<file path="config.mk">
export PLATFORM = sky130hd
export DESIGN_NAME = nibble_serial_sub
export DESIGN_NICKNAME = d
export VERILOG_FILES = /design/src/rtl/nibble_serial_sub.sv
export SDC_FILE = /design/constraint.sdc
export NUM_CORES = 1
export LEC_CHECK = 0
export CORE_AREA = 2 2 70 85
export DETAILED_ROUTE_END_ITERATION = 10
export DIE_AREA = 0 0 72 87
export GPL_ROUTABILITY_DRIVEN = 1
export HOLD_SLACK_MARGIN = 0.05
export PLACE_DENSITY = 0.79
export SLEW_MARGIN = 10
export SYNTH_ARGS = -nofsm -noshare
export SYNTH_HDL_FRONTEND = slang
export SYNTH_SLANG_ARGS = --single-unit
</file>
<file path="constraint.sdc">
create_clock -name clk -period 3.1 [get_ports clk]
set_clock_uncertainty 0.15 [all_clocks]
set_input_delay 0.62 -clock clk [delete_from_list [all_inputs] [get_ports clk]]
set_output_delay 0.62 -clock clk [all_outputs]
set_load 0.05 [all_outputs]
</file>
<file path="src/rtl/nibble_serial_sub.sv">
// Multi-cycle subtractor: DIFF = A - B - bin, one 4-bit lookahead slice per clock,
// least-significant nibble first, with valid/ready handshakes on both sides.
module nibble_serial_sub #(
    parameter int WIDTH = 16
) (
    input  logic             clk,
    input  logic             rst_n,
    input  logic             in_valid,
    output logic             in_ready,
    input  logic [WIDTH-1:0] a,
    input  logic [WIDTH-1:0] b,
    input  logic             bin,
    output logic             out_valid,
    input  logic             out_ready,
    output logic [WIDTH-1:0] diff,
    output logic             bout,
    output logic             ovf,
    output logic             zero
);

    localparam int NIBBLES = WIDTH / 4;
    localparam int CW      = (NIBBLES > 1) ? $clog2(NIBBLES) : 1;
    localparam logic [CW-1:0] LAST = CW'(NIBBLES - 1);

    typedef enum logic [1:0] {
        IDLE = 2'd0,
        RUN  = 2'd1,
        DONE = 2'd2
    } state_t;

    state_t state, state_next;

    logic [WIDTH-1:0] a_reg, nb_reg;
    logic             carry;
    logic [CW-1:0]    cnt;
    logic             last_slice;

    logic [3:0]       g, p, c, s;
    logic             c4;
    logic [CW+1:0]    base;
    logic [WIDTH-1:0] diff_next;

    assign last_slice = (cnt == LAST);
    assign in_ready   = (state == IDLE);
    assign out_valid  = (state == DONE);

    // Operand registers shift right each RUN cycle, so the active slice is always bits [3:0].
    assign g = a_reg[3:0] & nb_reg[3:0];
    assign p = a_reg[3:0] ^ nb_reg[3:0];

    always_comb begin
        c[0] = carry;
        c[1] = g[0] | (p[0] & carry);
        c[2] = g[1] | (p[1] & g[0]) | (p[1] & p[0] & carry);
        c[3] = g[2] | (p[2] & g[1]) | (p[2] & p[1] & g[0]) | (p[2] & p[1] & p[0] & carry);
        c4   = g[3] | (p[3] & g[2]) | (p[3] & p[2] & g[1]) | (p[3] & p[2] & p[1] & g[0])
             | (p[3] & p[2] & p[1] & p[0] & carry);
        s    = p ^ c;
    end

    // The zero flag must see the nibble being written this cycle, so assemble it ahead of the register.
    assign base = {cnt, 2'b00};

    always_comb begin
        diff_next = diff;
        diff_next[base +: 4] = s;
    end

    always_ff @(posedge clk or negedge rst_n) begin
        if (!rst_n) begin
            state <= IDLE;
        end else begin
            state <= state_next;
        end
    end

    always_comb begin
        state_next = state;
        case (state)
            IDLE: if (in_valid)   state_next = RUN;
            RUN:  if (last_slice) state_next = DONE;
            DONE: if (out_ready)  state_next = IDLE;
            default:              state_next = IDLE;
        endcase
    end

    always_ff @(posedge clk or negedge rst_n) begin
        if (!rst_n) begin
            a_reg  <= '0;
            nb_reg <= '0;
            carry  <= 1'b0;
            cnt    <= '0;
            diff   <= '0;
            bout   <= 1'b0;
            ovf    <= 1'b0;
            zero   <= 1'b0;
        end else begin
            case (state)
                IDLE: begin
                    if (in_valid) begin
                        a_reg  <= a;
                        nb_reg <= ~b;
                        carry  <= ~bin;
                        cnt    <= '0;
                    end
                end
                RUN: begin
                    a_reg  <= a_reg >> 4;
                    nb_reg <= nb_reg >> 4;
                    carry  <= c4;
                    diff   <= diff_next;
                    if (last_slice) begin
                        bout <= ~c4;
                        ovf  <= c[3] ^ c4;
                        zero <= (diff_next == '0);
                    end else begin
                        cnt <= cnt + CW'(1);
                    end
                end
                default: ;
            endcase
        end
    end

endmodule

</file>
Word level (Yosys, flattened, before mapping)
Cells that the tools add are included.
{"block": "totals", "ff_bits": 56, "word_cells": 74}
{"block": "op_classes", "add_sub_neg": 2, "eq_ne": 7, "n_shift": 2, "muxes": 14, "bitwise_logic": 33, "n_reduce_logical": 7}
{"cell": "$pmux 16 s2", "count": 2}
{"cell": "$mux 16", "count": 2}
{"cell": "$and 1x1->1", "count": 16}
{"cell": "$bwmux 16", "count": 1}
{"cell": "$logic_not 16->1", "count": 1}
{"cell": "$not 16->16", "count": 1}
{"cell": "$shift 4x6->16 const A", "count": 1}
{"cell": "$shiftx 4x6->16", "count": 1}
{"cell": "$mux 2", "count": 5}
{"cell": "$or 1x1->1", "count": 10}
{"cell": "$xor 4x4->4", "count": 2}
{"cell": "$ne 2x2->1 const B", "count": 3}
{"cell": "$neg 4->6", "count": 1}
{"cell": "$pmux 2 s3", "count": 1}
{"cell": "$reduce_and 3->1", "count": 2}
{"cell": "$and 4x4->4", "count": 1}
{"cell": "$eq 2x2->1 const B", "count": 2}
{"cell": "$pmux 2 s2", "count": 1}
{"cell": "$reduce_and 2->1", "count": 2}
{"cell": "$add 2x1->2 const B", "count": 1}
{"cell": "$eq 2x1->1 const B", "count": 1}
{"cell": "$logic_not 2->1", "count": 1}
{"cell": "$ne 2x1->1 const B", "count": 1}
{"cell": "$not 1->1", "count": 2}
{"cell": "other kinds (4)", "count": 4}

Longest topological paths before layout
Gate-level depths: netlist of run 1.
{"block": "logic_depth", "ltp_word": 9, "ltp_mapped": 7, "depth_no_buf": 7}

Least setup slack after synthesis of run 1
Ideal clock, no wire load.
{"block": "synth_path", "path_type": "register to output", "start": "register state[0]", "end": "output port in_ready", "arrival_ns": 1.384, "t_required_ns": 2.330, "setup_slack_ns": 0.946, "path_stages_with_launch": 4, "path_buffers": 2, "cell_sequence": "dfrtp_1 -> buf_2 -> clkbuf_1 -> nor2_1"}
{"block": "synth_between", "elab_chain_cells": 1}
{"item": "start: declaration", "line_no": "31", "text": "state_t state, state_next;"}
{"item": "start signal: assignment", "line_no": "73", "text": "state <= state_next;"}
{"item": "$logic_not 2->1", "line_no": "44", "text": "assign in_ready = (state == IDLE);"}
{"item": "end: declaration", "line_no": "9", "text": "output logic in_ready,"}
No other way between the ends.

Final worst setup path of run 1
{"block": "layout_path", "start": "register state[1]", "end": "output port in_ready"}
Same word-level chain as after synthesis.

==> results of run 1 <==
[cell type report]
type	count	share of cell area, %
clock buffers	5	2.00
clock inverters	2	0.364
inverters	10	1.09
multi-input cells	195	35.7
flip-flops and latches	56	40.7
well taps	64	2.33
repair buffers	63	17.8
[layer usage]
layer / track usage [%] / wire length, µm / vias up
met2: 37.0 / 3220 / 81
met5: 0 / 0 / -
met1: 25.0 / 2640 / 1110
met3: 4.05 / 311 / 18
met4: 9.61 / 166 / 0
li1: - / - / 1106
[final timing paths]
path	from	slack [ns]	end
max	state[1]$_DFFE_PN0P_	0.47	in_ready
min	rst_n	0.28	a_reg[1]$_DFFE_PN0P_
max reg2reg	cnt[0]$_DFFE_PN0P_	0.73	zero$_DFFE_PN0P_
min reg2reg	ovf$_DFFE_PN0P_	0.34	ovf$_DFFE_PN0P_
max in group asynchronous	rst_n	2.04	ovf$_DFFE_PN0P_
min in group clk	ovf$_DFFE_PN0P_	0.34	ovf$_DFFE_PN0P_
[layout by cell type (no fill, tap or decap), types with 2 or more instances in the layout]
cell / instances
a21o_1: 3
a21oi_1: 21
a22o_1: 15
a22oi_1: 21
a31o_2: 2
a32o_1: 3
and3_1: 2
buf_4: 6
clkbuf_8: 5
clkdlybuf4s50_1: 56
dfrtp_1: 56
ha_1: 11
inv_1: 9
nand2_1: 29
nand2b_1: 4
nand3b_1: 3
nor2_1: 28
o21ai_0: 29
o31ai_1: 3
or4_1: 3
[through the flow]
step                util, %  cell area (µm²)  hold WS [ns]  std cells  power, mW
floorplan                 -             2720         0.174        273       2.54
global route           62.3             3440         0.354        395       3.76
CTS                    62.3             3440         0.307        395       3.53
finish                 62.3             3440         0.278        395       3.53
detailed placement     60.9             3360         0.321        388       3.14
global placement       60.9             3360         0.312        388       3.09
[logic make-up (layout without fill, tap and decap cells)]
| kind of cell | count (synthesis) | after routing | share of synthesized area (%) |
|---|---|---|---|
| flip-flops | 56 | 56 | 51.6 |
| AO/OA/AOI/OAI | 106 | 106 | 26.1 |
| AND/OR/NAND/NOR | 73 | 73 | 11.9 |
| buffers and inverters | 22 | 80 | 3.13 |
| multiplexers | 2 | 2 | 0.783 |
| adder cells (fa/ha/maj) | 12 | 12 | 5.81 |
| XOR/XNOR | 2 | 2 | 0.645 |
[power groups by stage]
stage	logic [mW]	clock network, mW	registers [mW]
6_report	1.92	0.389	1.23
5_1_grt	2.08	0.419	1.26
4_1_cts	1.91	0.394	1.23
3_5_place_dp	1.90	0	1.24
3_3_place_gp	1.86	0	1.23
2_1_floorplan	1.06	0	1.48
==> metrics, run 1 <==
Cell Area, Synth=2720 µm²; sequential share of the synthesized area=51.6%; DR DRC count=0; vias in the first global route=2339; Rel. slew slack=a little over half; slowest CP cell=clkdlybuf4s50_1; biggest area consumer among synthesized cells=dfrtp_1; Cells after Synth=273; number of I/O pins=58; Net count, final=380; Synth cell types=38; clock-pin slew on the worst setup and hold paths=0.10 ns; ant diodes=0; WP depth=3; initial DRC count=~170; multi-input logic area=1230 µm²; CP top delay family=buffers and inverters; Crit. End Element=output port; Sequential Area=1400 µm²; Final min period=2.63 ns; logic gate share of total power=between 50% and 60%; #FFs+latches synth=56; DR WL/cell=16.0 µm; status=complete, no violations; Post-synth EDFFs=0; R2R depth=7; Die Height=87 µm; top cells by area, synth=dfrtp_1, a22oi_1, o21ai_0, ha_1, a22o_1; P_sw=1.65 mW; Port Buffer Count=57; sequential share of power=34.7%; min-delay worst type=primary input to asynchronous set/reset pin; die width=around 72 µm; GPL Wtd Cong=roughly 0.85; sw frac=46.8%; Synth top area share=51.6%; RSZ-0062 raised after global routing=false; TritonCTS clock tree=built; CP Launch Type=register; Max Cap Viol=0; Clock power frac=between 10% and 20%; largest net degree at the start of global routing=57; Synth Area per Inst=between 9 and 10 µm²; final setup vio count=0; Worst Path Arrival=1.86 ns; clk_lat worst skew=0.31 ns; Max Clock Freq=0.380 GHz; total CTS buffers=5; ys async rst share=100%; Die ar.=about 6300 µm²; CP Class=register to output port; WP data required=about 2.3 ns; Syn Nets=between 300 and 400; Post-CTS Setup Inserts=0; initial antenna violation count=0; core box area=between 5000 and 6000 µm²; final-report max-slew violation count=0; Final WS setup=0.470 ns; Yosys Warn Count=0; Clock Sinks=56; Max VDD drop=0.000570 V; Fill cells=between 400 and 500; via count=2315; layout cells sized above 1=5.44%; Bufs and invs on worst path=2; Hold Violations, Final=0; main flop type after synthesis=dfrtp_1; H-tree Lvls=2; area grow syn2layout=26.7%; CTS root buf=clkbuf_8; Max stage delay on crit path=0.82 ns; GRT Util Overall=21.1%; Via density=5.86; pre-CTS WS=0.541 ns; final setup TNS=0 ns; crit-path cells=buf_4 > nor2_1 > clkdlybuf4s50_1; global route total overflow=0; leakage power=between 1.5 and 2 nW; PostCTS Resize Cnt=0; antenna-violating nets left=0; post-cts hold buffer count=0; Initial Util=49.2%; P per Cell Area=1030 nW/µm²; P_int=1.88 mW; top cells by count, synth=dfrtp_1, nand2_1, o21ai_0; first-pass GRT wire length=around 10000 µm; total wire length=~6300 µm; worst-margin pin slew=0.707 ns; period utilization=84.9%; count leader, synth=dfrtp_1; 1st-pass router iterations=4; Rows=30; CTS max path bufs=2; dpl hpwl=between 4000 and 5000 µm; Crit Path Max Fanout=15
Note: power is estimated with default switching activity, not from simulation.
==> inputs of run 2 (changes only) <==
Settings changed: CORE_AREA 2 2 70 85 to 2 2 74 90, DIE_AREA 0 0 72 87 to 0 0 76 92, PLACE_DENSITY 0.79 to 0.74.
Clock period 3.1 ns to 2.31 ns, I/O delays scaled along.
==> metrics, run 2 (same netlist as run 1, synthesis figures left out) <==
most frequent cells in the layout=dfrtp_1, clkdlybuf4s50_1, o21ai_0, nand2_1, nor2_1; Layout Cell Area excl Fill=3590 µm² (+4.3%); GPL Wtd Cong=0.848 (about the same); Fill cells=565 (+22%); ant diodes=0 (unchanged); Max VDD drop=0.000574 V (+0.66%); WP data required=2.35 ns (+0.02 ns); period utilization=95.5%; final setup TNS=0 ns (unchanged); CTS root buf=clkbuf_8; slowest CP cell=fa_1; clock-pin slew on the worst setup and hold paths=0.09 ns (about the same); R2R depth=6 (-1); commonest non-fill, non-tap cell in the layout=dfrtp_1; Post-CTS Setup Inserts=0 (unchanged); non-filler cells in the finished layout=426 (+7.8%); placed inst area=3480 µm² (+3.6%); number of I/O pins=58 (unchanged); Hold Violations, Final=0 (unchanged); hold slack=0.337 ns (+0.0591 ns); DR WL/cell=14.7 µm (-8.4%); via count=2311 (-0.17%); Die Height=92 µm (+5.7%); Die ar.=6990 µm² (+12%); CTS max path bufs=2 (unchanged); Post-Place Cells=419 (+8.0%); largest net degree at the start of global routing=34 (-40%); final-report max-slew violation count=0 (unchanged); first-pass GRT wire length=11000 µm (+4.7%); total wire length=6260 µm (-1.2%); Rows=32 (+6.7%); sequential share of power=33.4% (-1.3 points); initial antenna violation count=0 (unchanged); post-layout util=57.8% (-4.5 points); WP depth=6 (+3); PostCTS Resize Cnt=0 (unchanged); H-tree Lvls=2 (unchanged); worst hold stages=2; 1st-pass router iterations=5 (+1); Net count, final=391 (+2.9%); RR Startpoint=a_reg[0]$_DFFE_PN0P_; die width=76 µm (+5.6%); total CTS buffers=5 (unchanged); TritonCTS clock tree=built; Crit. End Element=register; min-delay worst type=register to register; CP Class=register to register; Final min period=2.21 ns; Initial Util=43.7% (-5.5 points); Max stage delay on crit path=0.57 ns (-0.25 ns); dpl hpwl=4760 µm (+4.4%); CP top delay family=compound AO/OA/AOI/OAI gates; Bufs and invs on worst path=1 (-1); FF-to-FF End=zero$_DFFE_PN0P_; clk_lat worst skew=0.31 ns (about the same); vias in the first global route=2311 (-1.2%); hold path startpoint=ovf$_DFFE_PN0P_; status=complete, no violations; CP Launch Type=register; DR DRC count=0 (unchanged); initial DRC count=111 (-34%); P_sw=2.21 mW (+34%); area grow syn2layout=32.2%; crit-path cells=fa_1 > inv_1 > o32a_1 > and4_1 > a32oi_1 > o31ai_1; Max Cap Viol=0 (unchanged); Hold Path Sink=ovf$_DFFE_PN0P_; post-cts hold buffer count=1 (+1); pre-CTS WS=0.132 ns (-0.409 ns); core box area=6210 µm² (+12%); Rel. slew slack=62.7% (+9.9 points); Final WS setup=0.104 ns (-0.365 ns); global route total overflow=0 (unchanged); logic gate share of total power=54.1% (-0.2 points); Worst Path Arrival=2.25 ns (+0.39 ns); Port Buffer Count=57 (unchanged); GRT Util Overall=19.3% (-1.8 points); Crit Path Max Fanout=5 (-10); antenna-violating nets left=0 (unchanged); Via density=5.42 (-7.4%); layout cells sized above 1=8.50% (+3.1 points); final total power=4.93 mW (+40%); Reg2Reg Setup Slack=0.10 ns (-0.63 ns); Clock Sinks=56 (unchanged); worst-margin pin slew=0.559 ns (-0.148 ns); sw frac=44.9% (-1.9 points); leakage power=1.60 nW (+4.8%); final setup vio count=0 (unchanged); Clock power frac=12.5% (+1.5 points); Max Clock Freq=0.453 GHz; RSZ-0062 raised after global routing=false; P per Cell Area=1370 nW/µm² (+34%); P_int=2.71 mW (+45%)
[run 2: changes by cell type in the layout (fill, tap and decap cells not counted), sizes merged]
cell           before  now
buf                 7   19
clkdlybuf4s50      56   54
bufinv              0    1
clkinv              2    1
clkinvlp            1    0
dlygate4sd3         0    1
[run 2: worst max path at each step]
stage / start / endpoint
after CTS: a_reg[0]$_DFFE_PN0P_ / zero$_DFFE_PN0P_
after global placement: a_reg[0]$_DFFE_PN0P_ / zero$_DFFE_PN0P_
after floorplan: a_reg[0]$_DFFE_PN0P_ / zero$_DFFE_PN0P_
final: a_reg[0]$_DFFE_PN0P_ / zero$_DFFE_PN0P_
after detailed placement: a_reg[0]$_DFFE_PN0P_ / zero$_DFFE_PN0P_
after global routing: a_reg[0]$_DFFE_PN0P_ / zero$_DFFE_PN0P_
[run 2: final cells by class]
class                      count  area, µm²  share of cell area (%)
sequential                    56       1400                    39.1
clock inverter                 1       30.0                   0.837
tap                           85        106                    2.96
multi-input combinational    195       1230                    34.2
inverter                      10       37.5                    1.05
timing repair buffer          74        716                    19.9
clock buffer                   5       68.8                    1.92
[run 2: metal layers]
| layer | share of wire (%) | track usage, % | wire (µm) | up-vias |
|---|---|---|---|---|
| li1 | - | - | - | 1136 |
| met1 | 42 | 23.5 | 2610 | 1092 |
| met2 | 51 | 34.9 | 3210 | 72 |
| met3 | 5.2 | 3.44 | 323 | 11 |
| met4 | 1.9 | 6.21 | 117 | 0 |
| met5 | 0 | 0 | 0 | - |
[run 2: power by group through the flow]
stage          sequential [mW]  combinational [mW]  clock, mW
5_1_grt                   1.71                2.92      0.664
4_1_cts                   1.65                2.67      0.629
2_1_floorplan             1.99                1.42          0
6_report                  1.65                2.67      0.615
3_3_place_gp              1.66                2.60          0
3_5_place_dp              1.67                2.66          0
[run 2: worst register-to-register path: stages, from the launching register on]
cell     delay, ns
dfrtp_1       0.45
fa_1          0.57
inv_1         0.07
o32a_1        0.37
and4_1        0.20
a32oi_1       0.19
o31ai_1       0.09
==> inputs of run 3 (changes only) <==
--- a/config.mk
+++ b/config.mk
@@ -9,5 +9,5 @@
 export DETAILED_ROUTE_END_ITERATION = 10
 export DIE_AREA = 0 0 76 92
-export GPL_ROUTABILITY_DRIVEN = 1
+export GPL_ROUTABILITY_DRIVEN = 0
 export HOLD_SLACK_MARGIN = 0.05
 export PLACE_DENSITY = 0.74
==> constraint.sdc (replaced) <==
create_clock -name clk -period 2.31 [get_ports clk]
set_clock_uncertainty 0.15 [all_clocks]
set_input_delay 0.693 -clock clk [delete_from_list [all_inputs] [get_ports clk]]
set_output_delay 0.693 -clock clk [all_outputs]
set_load 0.05 [all_outputs]
==> metrics, run 3 (same netlist as run 1, synthesis figures left out) <==
most frequent cells in the layout=dfrtp_1, buf_4, clkdlybuf4s50_1; Post-CTS Setup Inserts=0 (unchanged); Max VDD drop=0.000735 V (+28%); P per Cell Area=1380 nW/µm² (+0.45%); TritonCTS clock tree=built; Net count, final=392 (+0.26%); commonest non-fill, non-tap cell in the layout=dfrtp_1; Max Cap Viol=0 (unchanged); post-cts hold buffer count=0 (-1); antenna-violating nets left=0 (unchanged); vias in the first global route=2314 (+0.13%); Clock power frac=12.5% (about the same); CP Launch Type=register; post-layout util=57.1% (-0.69 points); Die ar.=6990 µm² (unchanged); final setup TNS=0 ns (unchanged); GRT Util Overall=19.5% (+0.17 points); min-delay worst type=primary input to asynchronous set/reset pin; status=complete, no violations; largest net degree at the start of global routing=57 (+68%); multi-input logic area=1230 µm² (unchanged); Via density=5.52 (+1.8%); PostCTS Resize Cnt=0 (unchanged); worst-margin pin slew=0.380 ns (-0.179 ns); WP data required=2.35 ns (about the same); FF-to-FF End=zero$_DFFE_PN0P_; layout cells sized above 1=14.6% (+6.1 points); sw frac=45.3% (+0.37 points); Rows=32 (unchanged); CP Class=register to register; non-filler cells in the finished layout=427 (+0.23%); clock-pin slew on the worst setup and hold paths=0.09 ns (about the same); Final WS setup=0.0893 ns (-0.0148 ns); initial antenna violation count=0 (unchanged); via count=2357 (+2.0%); sequential share of power=33.2% (-0.2 points); core box area=6210 µm² (unchanged); 1st-pass router iterations=4 (-1); Crit Path Max Fanout=5 (unchanged); total wire length=6340 µm (+1.4%); Post-Place Cells=421 (+0.48%); final setup vio count=0 (unchanged); Sequential Area=1400 µm² (unchanged); Die Height=92 µm (unchanged); placed inst area=3450 µm² (-0.93%); Max Clock Freq=0.450 GHz (-0.67%); Fill cells=556 (-1.6%); leakage power=1.64 nW (+2.4%); RSZ-0062 raised after global routing=false; first-pass GRT wire length=10900 µm (-1.0%); initial DRC count=79 (-29%); Final min period=2.22 ns (+0.0148 ns); dpl hpwl=4670 µm (-2.0%); R2R depth=6 (unchanged); Clock Sinks=56 (unchanged); CTS root buf=clkbuf_8; period utilization=96.1% (+0.64 points); global route total overflow=0 (unchanged); Initial Util=43.7% (unchanged); P_sw=2.22 mW (about the same); clk_lat worst skew=0.31 ns (about the same); Port Buffer Count=57 (unchanged); area grow syn2layout=30.6%; Hold Violations, Final=0 (unchanged); final total power=4.89 mW (-0.74%); P_int=2.68 mW (-1.4%); Rel. slew slack=74.5% (+12 points); die width=76 µm (unchanged); hold slack=0.220 ns (-0.116 ns); Crit. End Element=register; Worst Path Arrival=2.26 ns (about the same); pre-CTS WS=0.108 ns (-0.0240 ns); number of I/O pins=58 (unchanged); total CTS buffers=5 (unchanged); ant diodes=0 (unchanged); RR Startpoint=a_reg[0]$_DFFE_PN0P_; DR DRC count=0 (unchanged); logic gate share of total power=54.2% (about the same); DR WL/cell=14.9 µm (+1.2%); Layout Cell Area excl Fill=3550 µm² (-1.2%); H-tree Lvls=2 (unchanged); CTS max path bufs=2 (unchanged); final-report max-slew violation count=0 (unchanged); Reg2Reg Setup Slack=0.09 ns (about the same)
[run 3: changes by cell type in the layout (fill, tap and decap cells not counted), sizes merged]
| cell | before | now |
|---|---|---|
| buf | 19 | 40 |
| clkdlybuf4s50 | 54 | 35 |
| dlygate4sd3 | 1 | 0 |
[run 3: area by class of cell]
type	count	area share (%)
Clock buffer	5	1.94
Clock inverter	1	0.847
Inverter	10	1.06
Multi-Input combinational cell	195	34.7
Sequential cell	56	39.5
Tap cell	85	3.00
Timing Repair Buffer	75	19.0
[run 3: layer usage]
| metal | vias to the layer above | track usage, % | share of wire (%) |
|---|---|---|---|
| li1 | 1136 | - | - |
| met1 | 1152 | 24.0 | 43 |
| met2 | 62 | 34.2 | 51 |
| met3 | 7 | 3.64 | 4.6 |
| met4 | 0 | 7.27 | 1.5 |
| met5 | - | 0 | 0 |
[run 3: power groups by stage]
stage / Combinational (mW) / Clock (mW) / Sequential (mW)
6_report: 2.65 / 0.614 / 1.63
4_1_cts: 2.65 / 0.631 / 1.63
3_3_place_gp: 2.59 / 0 / 1.63
5_1_grt: 2.89 / 0.662 / 1.68
3_5_place_dp: 2.64 / 0 / 1.65
2_1_floorplan: 1.42 / 0 / 1.99
[run 3: worst max path at each step]
stage	startpoint	endpoint	slack (ns)
5_1_grt	a_reg[0]$_DFFE_PN0P_	zero$_DFFE_PN0P_	0.02
3_5_place_dp	a_reg[0]$_DFFE_PN0P_	zero$_DFFE_PN0P_	0.11
6_report	a_reg[0]$_DFFE_PN0P_	zero$_DFFE_PN0P_	0.09
4_1_cts	a_reg[0]$_DFFE_PN0P_	zero$_DFFE_PN0P_	0.09
2_1_floorplan	state[0]$_DFFE_PN0P_	in_ready	0.08
3_3_place_gp	in_valid	a_reg[0]$_DFFE_PN0P_	0.17
[run 3: worst max-delay path, cell delays in order (launching register included)]
cell and delay (ns):
dfrtp_1 0.45, fa_1 0.57, inv_1 0.06, o32a_1 0.37, and4_1 0.21, a32oi_1 0.20, o31ai_1 0.09
